## config.mk

```make
export PLATFORM = sky130hd
export DESIGN_NAME = float_divider_flat
export DESIGN_NICKNAME = d
export VERILOG_FILES = /design/src/rtl/fp32_pkg.sv /design/src/rtl/float_divider_if.sv /design/src/rtl/mantissa_divider.sv /design/src/rtl/float_divider.sv /design/src/flat_wrapper.sv
export SDC_FILE = /design/constraint.sdc
export NUM_CORES = 1
export LEC_CHECK = 0
export BUFFER_PORTS_ARGS = -buffer_cell sky130_fd_sc_hd__buf_2
export CORE_MARGIN = 2
export CORE_UTILIZATION = 43
export CTS_CLUSTER_DIAMETER = 120
export DETAILED_ROUTE_END_ITERATION = 16
export GPL_TIMING_DRIVEN = 0
export PLACE_DENSITY = 0.73
export SYNTH_ARGS = -nofsm -noshare
export SYNTH_HDL_FRONTEND = slang
export SYNTH_SLANG_ARGS = --single-unit
```

## constraint.sdc

```tcl
create_clock -name clk -period 5.28 [get_ports clk]
set_input_delay 0 -clock clk [delete_from_list [all_inputs] [get_ports clk]]
set_output_delay 0 -clock clk [all_outputs]
set_load 0.05 [all_outputs]
```

## src/rtl/fp32_pkg.sv

```systemverilog
// Shared single-precision constants and divider state encoding.
package fp32_pkg;
  localparam int EXP_W = 8;
  localparam int FRAC_W = 23;
  localparam int BIAS = 127;
  localparam int MANT_W = FRAC_W + 1;
  localparam int REM_W = MANT_W + 2;
  localparam int ITERS = REM_W;
  localparam int CNT_W = 5;
  localparam logic [EXP_W-1:0] EXP_ALL_ONES = '1;

  typedef enum logic [1:0] {
    IDLE,
    DIVIDE,
    PACK,
    DONE
  } state_t;
endpackage

```

## src/rtl/float_divider_if.sv

```systemverilog
// Operand/result bundle and start/busy/done handshake of float_divider.
interface float_divider_if;
  logic        start;
  logic [31:0] a;
  logic [31:0] b;
  logic        busy;
  logic        done;
  logic [31:0] result;
  logic        exception;
  logic        overflow;
  logic        underflow;
  logic        divide_by_zero;

  modport master (
    output start, a, b,
    input  busy, done, result,
    input  exception, overflow, underflow, divide_by_zero
  );

  modport slave (
    input  start, a, b,
    output busy, done, result,
    output exception, overflow, underflow, divide_by_zero
  );
endinterface

```

## src/rtl/mantissa_divider.sv

```systemverilog
// Radix-2 restoring mantissa divider, one quotient bit per step.
module mantissa_divider
  import fp32_pkg::*;
(
  input  logic              clk,
  input  logic              reset,
  input  logic              load,
  input  logic              step,
  input  logic [MANT_W-1:0] ma,
  input  logic [MANT_W-1:0] mb,
  output logic [REM_W-1:0]  q,
  output logic [REM_W-1:0]  rem
);
  logic [MANT_W-1:0] div;
  logic [REM_W-1:0]  r;
  logic [REM_W-1:0]  diff;
  logic              ge;

  assign ge   = r >= {2'b00, div};
  assign diff = r - {2'b00, div};
  assign rem  = r;

  always_ff @(negedge clk or negedge reset) begin
    if (!reset) begin
      r   <= '0;
      div <= '0;
      q   <= '0;
    end else if (load) begin
      r   <= {2'b00, ma};
      div <= mb;
      q   <= '0;
    end else if (step) begin
      r <= (ge ? diff : r) << 1;
      q <= {q[REM_W-2:0], ge};
    end
  end
endmodule

```

## src/rtl/float_divider.sv

```systemverilog
// Sequential fp32 divider a / b; FP_DIV_ROUND_EN selects round-to-nearest-even.
module float_divider
  import fp32_pkg::*;
(
  input  logic           clk,
  input  logic           reset,
  float_divider_if.slave bus
);
  localparam logic signed [EXP_W+1:0] E_MAX = (EXP_W+2)'(2**EXP_W - 1);
  localparam logic signed [EXP_W+1:0] E_ZERO = '0;

  state_t            state, next;
  logic [CNT_W-1:0]  cnt;
  logic              sign, exc, a_zero, b_zero;
  logic [EXP_W-1:0]  ea, eb;
  logic [REM_W-1:0]  q, rem;
  logic              accept, exc_in, az_in, bz_in, special_in;

  assign exc_in = bus.a[FRAC_W +: EXP_W] == EXP_ALL_ONES
               || bus.b[FRAC_W +: EXP_W] == EXP_ALL_ONES;
  assign az_in = bus.a[FRAC_W +: EXP_W] == '0;
  assign bz_in = bus.b[FRAC_W +: EXP_W] == '0;
  assign special_in = exc_in | az_in | bz_in;
  assign accept = bus.start && (state == IDLE || state == DONE);

  mantissa_divider u_core (
    .clk   (clk),
    .reset (reset),
    .load  (accept),
    .step  (state == DIVIDE),
    .ma    ({1'b1, bus.a[FRAC_W-1:0]}),
    .mb    ({1'b1, bus.b[FRAC_W-1:0]}),
    .q     (q),
    .rem   (rem)
  );

  always_ff @(negedge clk or negedge reset) begin
    if (!reset) state <= IDLE;
    else        state <= next;
  end

  always_comb begin
    next = state;
    unique case (state)
      IDLE, DONE:
        next = bus.start ? (special_in ? PACK : DIVIDE) : IDLE;
      DIVIDE:
        if (cnt == CNT_W'(ITERS - 1)) next = PACK;
      PACK:
        next = DONE;
      default:
        next = IDLE;
    endcase
  end

  always_ff @(negedge clk or negedge reset) begin
    if (!reset) begin
      cnt    <= '0;
      sign   <= 1'b0;
      exc    <= 1'b0;
      a_zero <= 1'b0;
      b_zero <= 1'b0;
      ea     <= '0;
      eb     <= '0;
    end else if (accept) begin
      cnt    <= '0;
      sign   <= ~exc_in & (bus.a[31] ^ bus.b[31]);
      exc    <= exc_in;
      a_zero <= az_in;
      b_zero <= bz_in;
      ea     <= bus.a[FRAC_W +: EXP_W];
      eb     <= bus.b[FRAC_W +: EXP_W];
    end else if (state == DIVIDE) begin
      cnt <= cnt + 1'b1;
    end
  end

  logic signed [EXP_W+1:0] e;
  logic [FRAC_W-1:0]       frac;
  logic                    guard, sticky;
  logic                    ovf, unf;
  logic [31:0]             res;

  always_comb begin
    e = {2'b00, ea} - {2'b00, eb} + (EXP_W+2)'(BIAS);
    if (q[REM_W-1]) begin
      frac   = q[REM_W-2:2];
      guard  = q[1];
      sticky = q[0] | (|rem);
    end else begin
      frac   = q[REM_W-3:1];
      guard  = q[0];
      sticky = |rem;
      e      = e - 1'b1;
    end
`ifdef FP_DIV_ROUND_EN
    if (guard & (sticky | frac[0])) begin
      frac = frac + 1'b1;
      // all-ones fraction wraps to zero: mantissa carried into exponent
      if (frac == '0) e = e + 1'b1;
    end
`endif
    ovf = e >= E_MAX;
    unf = e <= E_ZERO;
    if (exc)         res = '0;
    else if (a_zero) res = {sign, 31'd0};
    else if (b_zero) res = {sign, EXP_ALL_ONES, {FRAC_W{1'b0}}};
    else if (ovf)    res = {sign, EXP_ALL_ONES, {FRAC_W{1'b0}}};
    else if (unf)    res = {sign, 31'd0};
    else             res = {sign, e[EXP_W-1:0], frac};
  end

`ifndef FP_DIV_ROUND_EN
  logic unused_gs;
  assign unused_gs = guard ^ sticky;
`endif

  always_ff @(negedge clk or negedge reset) begin
    if (!reset) begin
      bus.busy           <= 1'b0;
      bus.done           <= 1'b0;
      bus.result         <= '0;
      bus.exception      <= 1'b0;
      bus.overflow       <= 1'b0;
      bus.underflow      <= 1'b0;
      bus.divide_by_zero <= 1'b0;
    end else if (accept) begin
      bus.busy           <= 1'b1;
      bus.done           <= 1'b0;
      bus.result         <= '0;
      bus.exception      <= 1'b0;
      bus.overflow       <= 1'b0;
      bus.underflow      <= 1'b0;
      bus.divide_by_zero <= 1'b0;
    end else if (state == PACK) begin
      bus.busy           <= 1'b0;
      bus.done           <= 1'b1;
      bus.result         <= res;
      bus.exception      <= exc;
      bus.overflow       <= ~(exc | a_zero | b_zero) & ovf;
      bus.underflow      <= ~(exc | a_zero | b_zero) & ~ovf & unf;
      bus.divide_by_zero <= ~exc & ~a_zero & b_zero;
    end else if (state == DONE) begin
      bus.done <= 1'b0;
    end
  end
endmodule

```

## src/flat_wrapper.sv

```systemverilog
// flat-port wrapper written by rule: the top's interface ports become plain ports
module float_divider_flat import fp32_pkg::*;
  (clk, reset, bus_start, bus_a, bus_b, bus_busy, bus_done, bus_result, bus_exception, bus_overflow, bus_underflow, bus_divide_by_zero);
  float_divider_if bus_i ();
  input  logic clk;
  input  logic reset;
  input wire logic [$bits(bus_i.start)-1:0] bus_start;
  input wire logic [$bits(bus_i.a)-1:0] bus_a;
  input wire logic [$bits(bus_i.b)-1:0] bus_b;
  output wire logic [$bits(bus_i.busy)-1:0] bus_busy;
  output wire logic [$bits(bus_i.done)-1:0] bus_done;
  output wire logic [$bits(bus_i.result)-1:0] bus_result;
  output wire logic [$bits(bus_i.exception)-1:0] bus_exception;
  output wire logic [$bits(bus_i.overflow)-1:0] bus_overflow;
  output wire logic [$bits(bus_i.underflow)-1:0] bus_underflow;
  output wire logic [$bits(bus_i.divide_by_zero)-1:0] bus_divide_by_zero;
  assign bus_i.start = bus_start;
  assign bus_i.a = bus_a;
  assign bus_i.b = bus_b;
  assign bus_busy = bus_i.busy;
  assign bus_done = bus_i.done;
  assign bus_result = bus_i.result;
  assign bus_exception = bus_i.exception;
  assign bus_overflow = bus_i.overflow;
  assign bus_underflow = bus_i.underflow;
  assign bus_divide_by_zero = bus_i.divide_by_zero;
  float_divider u_core (.clk(clk), .reset(reset), .bus(bus_i));
endmodule
```

# After elaboration in Yosys (flattened, before gate mapping)
# Index checks and enable logic that the tools add are counted.
[totals]
ff_bits = 141
out_inout_bits = 38
[classes]
add_sub_neg = 5
order_cmp = 3
n_eq_ne = 7
muxes = 33
n_bitwise = 16
n_reduce_logical = 10
[ops]
columns = ["cell", "count"]
rows = [
  ["$mux 31", 4],
  ["$mux 26", 4],
  ["$mux 32", 3],
  ["$ge 26x24->1", 1],
  ["$mux 25", 1],
  ["$sub 25x24->25", 1],
  ["$mux 23", 1],
  ["$eq 8x8->1 const B", 2],
  ["$logic_not 8->1", 2],
  ["$mux 1", 13],
  ["$add 10x7->10 const B", 1],
  ["$ge 10x9->1 const B", 1],
  ["$le 10x1->1 const B", 1],
  ["$mux 10", 1],
  ["$mux 5", 2],
  ["$sub 10x1->10 const B", 1],
  ["$sub 8x8->9", 1],
  ["$and 1x1->1", 6],
  ["$mux 2", 3],
  ["$pmux 2 s3", 1],
  ["$add 5x1->5 const B", 1],
  ["$eq 5x5->1 const B", 1],
  ["$not 1->1", 5],
  ["$eq 2x2->1 const B", 2],
  ["other kinds (10)", 15],
]

# Depth between registers and ports, before layout
# Gate-level depths: netlist of run 1.
[depth]
depth_word = 12
depth_mapped = 16

# Hierarchy
# From an unflattened synthesis of run 1, not the netlist that was laid out.
[hier_totals]
cells_unflattened = 901
hier_area_um2 = 8356.8
[modules_own_cells]
columns = ["mod", "instances", "cells_each", "area_per_inst_um2", "seq_area_each_um2"]
rows = [
  ["mantissa_divider", 1, 529, 4647.0, 1901.8],
  ["float_divider", 1, 372, 3709.8, 1626.6],
]

==> metrics, run 1 <==
Slew headroom 31.1%; Most used DFF post-synth dfrtn_1; Arr. time, crit path about 2.4 ns; CP required 3.06 ns; Starting DRT DRC Count 409; commonest non-fill, non-tap cell in the layout dfrtn_1; Hold EP u_core.u_core.div[23]$_DFFE_NN0P_; Yosys warnings 0; Synth Instances 904; flops & latches, synth 141; simple-gate share of the synthesized area 16.9%; final hold slack 0.407 ns; net count after synthesis about 1k; XOR/XNOR share of the synthesized area approximately 4.2%; MaxCap Viol Count 0; vias in the first global route 6890; Crit path largest cell delay 0.75 ns; Sum Neg Setup Slack 0 ns; post-synthesis compound-gate area fraction 17.0%; Setup crit end kind register; Die H 144 um; worst slew pin tran about 1.0 ns; Synth Cell Area 8410 um2; Final Slew Violations 0; crit path cell chain buf_2, and2_1, clkbuf_1, nor4_1, nor2b_1, nand2_1, or4b_4, buf_6, o21ai_2; global-route wire length before repair 34.4 mm; Hold Crit Class register to register; CP max stage cell nor4_1; Ports 105; Worst-Skew Late Latency 0.40 ns; nets 1136; sequential share of the synthesized area 42.0%; final worst slack approximately 0.67 ns; vias 7069; dpl cells approximately 1.3k; critical path peak fanout 10; Final Hold Fails 0; Post-synth ARST share 100%; mux share of post-synthesis cell area 9.09%; clock sinks 141; reg2reg start u_core.u_core.rem[0]$_DFFE_NN0P_; flop-to-flop setup slack 0.88 ns; r2r endpoint u_core.u_core.rem[8]$_DFFE_NN0P_; critical path's top delay family simple AND/OR/NAND/NOR gates; routed vias/inst 5.41; top cells by area, synth dfrtn_1 42%, mux2i_1 8.7%, ha_1 5.8%; min-delay src u_core.u_core.div[23]$_DFFE_NN0P_; post-cts repair resize count 0; cts hold-fix bufs 0; initial core utilization between 40% and 50%; CP startpoint kind primary input; EDFF count, synth 0; die area 20700 um2; GRT Total Usage about a fifth; total grt overflow 0; Worst-path clk slew roughly 0.05 ns; Die Width 144 um; hold path cells 2; Layout area overhead 17.6%; Root Buffer clkbuf_16; Detailed Place HPWL 15.2 mm; post-synthesis cell type count 67; initial antenna violation count 1; CTS Buf Count 17; CTS H-tree lvls 4; CTS tree yes; Synth area leader dfrtn_1; drt drc 0; Final Non-Filler Cells 1306; status finished, final reports clean; RSZ-0062 raised after global routing no; DP Worst Slack approximately 0.28 ns; R2R depth 14; std cell rows 51; Avg Cell Area, Syn roughly 9.3 um2; per-cell routed wire length approximately 16 um; GPL Wtd Cong 0.920; fraction of layout instances using a drive strength above 1 16.8%; IO Port Bufs 104; most frequent cells in the layout 141 x dfrtn_1, 124 x nand2_1, 104 x buf_2; 1st-pass router iterations 4; clock skew 0.00664 ns; Synth Area in Adders 6.28%; final WL 21.3 mm; Final setup viols 0; crit path buf inv count 3; Routed Antenna Nets 0; Yosys top cell area share 42.0%; clock buffer depth 2; largest net degree at the start of global routing 76; largest family of logic cells by synthesized area compound AO/OA/AOI/OAI gates; Core Region 19300 um2; WS Path Type primary input to register; post-CTS setup buffer count 0
[flip-flops by register name, indices dropped and copies added (netlist names), 2 cells and up]
signal / count
u_core.u_core.div: 24
u_core.u_core.rem: 26
u_core.state: 2
u_core.ea: 8
u_core.cnt: 5
u_core.u_core.q: 26
u_core.bus.result: 32
u_core.eb: 8
[cell families (layout without fill, tap and decap cells)]
group,Yosys count,after routing
compound gates,218,218
buf+inv,93,229
flops,141,141
xor+xnor,40,40
mux,76,76
fa+ha+maj,41,41
simple gates,295,295
other cells,0,1
[final cells by class]
type | count | area, um2
diodes | 1 | 2.50
plain buffers | 46 | 204
flip-flops and latches | 141 | 3530
inverters | 47 | 176
well taps | 265 | 332
clock inverters | 12 | 138
multi-input cells | 670 | 4500
clock buffers | 19 | 453
repair buffers | 105 | 554
fillers | 1810 | 9450
[cell usage after synthesis, drive strengths merged, types with 3 or more instances]
cell type and count:
buf 11, nor4 7, nor2b 7, dfrtn 141
o21a 8, a211oi 5, or3 11, nor3 13
o22ai 3, ha 39, a2111oi 4, inv 47
o2111ai 3, xor2 12, nand4 10, nand3 14
a21oi 43, o21ai 92, o21bai 5, o211ai 8
nor2 57, a21o 14, nor3b 16, nand2b 5
mux2 3, and3 7, nand3b 4, xnor2 28
nand2 124, or2 3, a31oi 8, clkbuf 35
and2 6, mux2i 73
[layer usage]
metal	GRT usage, %	part of all wire [%]
met5	0	0
met4	8.26	1.9
met3	3.73	4.5
met2	34.3	47
met1	28.6	46
[through the flow]
stage / util [%] / cell area [um2]
after floorplan: - / 8410
after global placement: 47.9 / 9260
after detailed placement: 48.1 / 9290
after CTS: 51.1 / 9880
after global routing: 51.1 / 9890
final: 51.1 / 9890
[worst max-delay path by stage]
stage                                                   end       from  slack (ns)  cells after the start
after floorplan           u_core.bus.result[10]$_DFFE_NN0P_  bus_start        0.83                      8
after global placement    u_core.u_core.rem[13]$_DFFE_NN0P_      reset       -0.35                      1
after detailed placement  u_core.bus.result[15]$_DFFE_NN0P_  bus_start        0.28                      9
after CTS                 u_core.bus.result[21]$_DFFE_NN0P_  bus_start        0.69                      9
after global routing      u_core.bus.result[12]$_DFFE_NN0P_  bus_start        0.49                      9
final                     u_core.bus.result[21]$_DFFE_NN0P_  bus_start        0.67                      9
[worst register-to-register path, delay by kind of cell, from the launching register on]
family                     cells  cell delay, ns
AOI/OAI and AO/OA              7            1.50
and+or+nand+nor                1            0.17
muxes                          1            0.28
adders and majority gates      2            0.63
buffers and inverters          3            1.26
DFF                            1            0.38
Power of run 1 is left out: the tool's default activity adds up to more than one toggle a clock period on the data nets, which glitch-free logic cannot reach.
==> run 2, diff against run 1 <==
Settings changed: CTS_BUF_LIST from default to sky130_fd_sc_hd__clkbuf_4.
==> metrics, run 2 (synthesized netlist as in run 1, its figures left out) <==
CTS Buf Count 17 (unchanged); GPL Wtd Cong 0.920 (unchanged); fraction of layout instances using a drive strength above 1 16.6% (-0.19 points); IO Port Bufs 104 (unchanged); largest net degree at the start of global routing 76 (unchanged); Sum Neg Setup Slack 0 ns (unchanged); Final Hold Fails 0 (unchanged); vias 6985 (-1.2%); 1st-pass router iterations 5 (+1); CTS H-tree lvls 4 (unchanged); WS Path Type primary input to register; global-route wire length before repair 33.8 mm (-1.9%); min-delay src u_core.u_core.div[23]$_DFFE_NN0P_; Core Region 19300 um2 (unchanged); die area 20700 um2 (unchanged); cts hold-fix bufs 0 (unchanged); Largest register FFs 32 (unchanged); per-cell routed wire length 15.9 um (-2.6%); Worst-Skew Late Latency 0.49 ns (+0.09 ns); CP required 3.17 ns (+0.11 ns); reg2reg start u_core.u_core.rem[0]$_DFFE_NN0P_; critical path's top delay family simple AND/OR/NAND/NOR gates; clock sinks 141 (unchanged); Ports 105 (unchanged); r2r endpoint u_core.u_core.rem[11]$_DFFE_NN0P_; most frequent cells in the layout 141 x dfrtn_1, 124 x nand2_1, 104 x buf_2; Final Non-Filler Cells 1306 (unchanged); Hold Crit Class register to register; MaxCap Viol Count 0 (unchanged); Die Width 144 um (unchanged); CTS tree yes; CP max stage cell nor4_1; Slew headroom 31.7% (+0.64 points); worst slew pin tran 1.02 ns (-0.00946 ns); crit path buf inv count 3 (unchanged); CP startpoint bus_start; status finished, final reports clean; routed vias/inst 5.35 (-1.2%); hold path cells 2 (unchanged); RSZ-0062 raised after global routing no; commonest non-fill, non-tap cell in the layout dfrtn_1; GRT Total Usage 20.7% (-0.54 points); final WL 20.7 mm (-2.6%); Layout area overhead 13.8%; Routed Antenna Nets 0 (unchanged); Hold EP u_core.u_core.div[23]$_DFFE_NN0P_; CP startpoint kind primary input; R2R depth 14 (unchanged); flop-to-flop setup slack 0.87 ns (about the same); dpl cells 1274 (unchanged); Die H 144 um (unchanged); Worst-path clk slew 0.09 ns (+0.04 ns); drt drc 0 (unchanged); Biggest register u_core.bus.result; Starting DRT DRC Count 330 (-19%); clock skew 0.0196 ns (+0.0129 ns); std cell rows 51 (unchanged); Final Slew Violations 0 (unchanged); Arr. time, crit path 2.37 ns (-0.02 ns); nets 1136 (unchanged); Setup crit end kind register; post-cts repair resize count 0 (unchanged); initial core utilization 43.5% (unchanged); crit path cell chain buf_2, and2_1, clkbuf_1, nor4_1, nor2b_1, nand2_1, or4b_4, buf_6, o21ai_2; total grt overflow 0 (unchanged); Root Buffer clkbuf_4; clock buffer depth 2 (unchanged); post-CTS setup buffer count 0 (unchanged); Crit path largest cell delay 0.74 ns (about the same); Detailed Place HPWL 15.2 mm (unchanged); vias in the first global route 6813 (-1.1%); initial antenna violation count 1 (unchanged); critical path peak fanout 10 (unchanged); Final setup viols 0 (unchanged)
==> run 2: cell types whose count changed in the layout (fill, tap and decap cells not counted), sizes merged <==
cell,before,now
clkbuf,54,52
clkinv,2,4
==> run 2: layout make-up <==
class | instances | area, um2
flip-flops and latches | 141 | 3530
repair buffers | 105 | 554
well taps | 265 | 332
fillers | 1845 | 9770
diodes | 1 | 2.50
clock buffers | 17 | 128
plain buffers | 46 | 204
multi-input cells | 670 | 4500
clock inverters | 14 | 145
inverters | 47 | 176
==> run 2: worst register-to-register path, stage by stage, from the launching register on <==
cell      delay (ns)
dfrtn_1         0.39
inv_1           0.06
ha_1            0.23
fa_1            0.40
nor2b_1         0.17
o211ai_1        0.14
a31oi_1         0.27
a21oi_1         0.18
o22ai_1         0.41
a211oi_1        0.26
a21oi_1         0.17
clkbuf_1        0.47
clkbuf_1        0.72
mux2i_1         0.29
a21oi_1         0.09
==> run 2: worst max path at each step <==
stage	endpoint	slack (ns)	cells after the start
final	u_core.bus.result[15]$_DFFE_NN0P_	0.81	9
after detailed placement	u_core.bus.result[15]$_DFFE_NN0P_	0.28	9
after global placement	u_core.u_core.rem[13]$_DFFE_NN0P_	-0.35	1
after floorplan	u_core.bus.result[10]$_DFFE_NN0P_	0.83	8
after global routing	u_core.bus.result[25]$_DFFE_NN0P_	0.51	14
after CTS	u_core.bus.result[15]$_DFFE_NN0P_	0.83	9
==> run 2: per-layer routing <==
layer / GRT usage, % / up-vias / part of all wire [%]
li1: - / 3451 / -
met5: 0 / - / 0
met1: 28.4 / 3343 / 47
met3: 3.03 / 28 / 3.9
met2: 33.7 / 163 / 47
met4: 7.22 / 0 / 1.6
==> run 2: stage by stage <==
stage	setup WS (ns)	hold slack, ns	cell area (um2)	util, %
global placement	-0.347	0.402	9260	47.9
detailed placement	0.277	0.407	9290	48.1
CTS	0.831	0.408	9570	49.5
global route	0.514	0.433	9570	49.5
finish	0.805	0.409	9570	49.5
floorplan	0.832	0.378	8410	-
Power of run 2 is left out for the same reason.
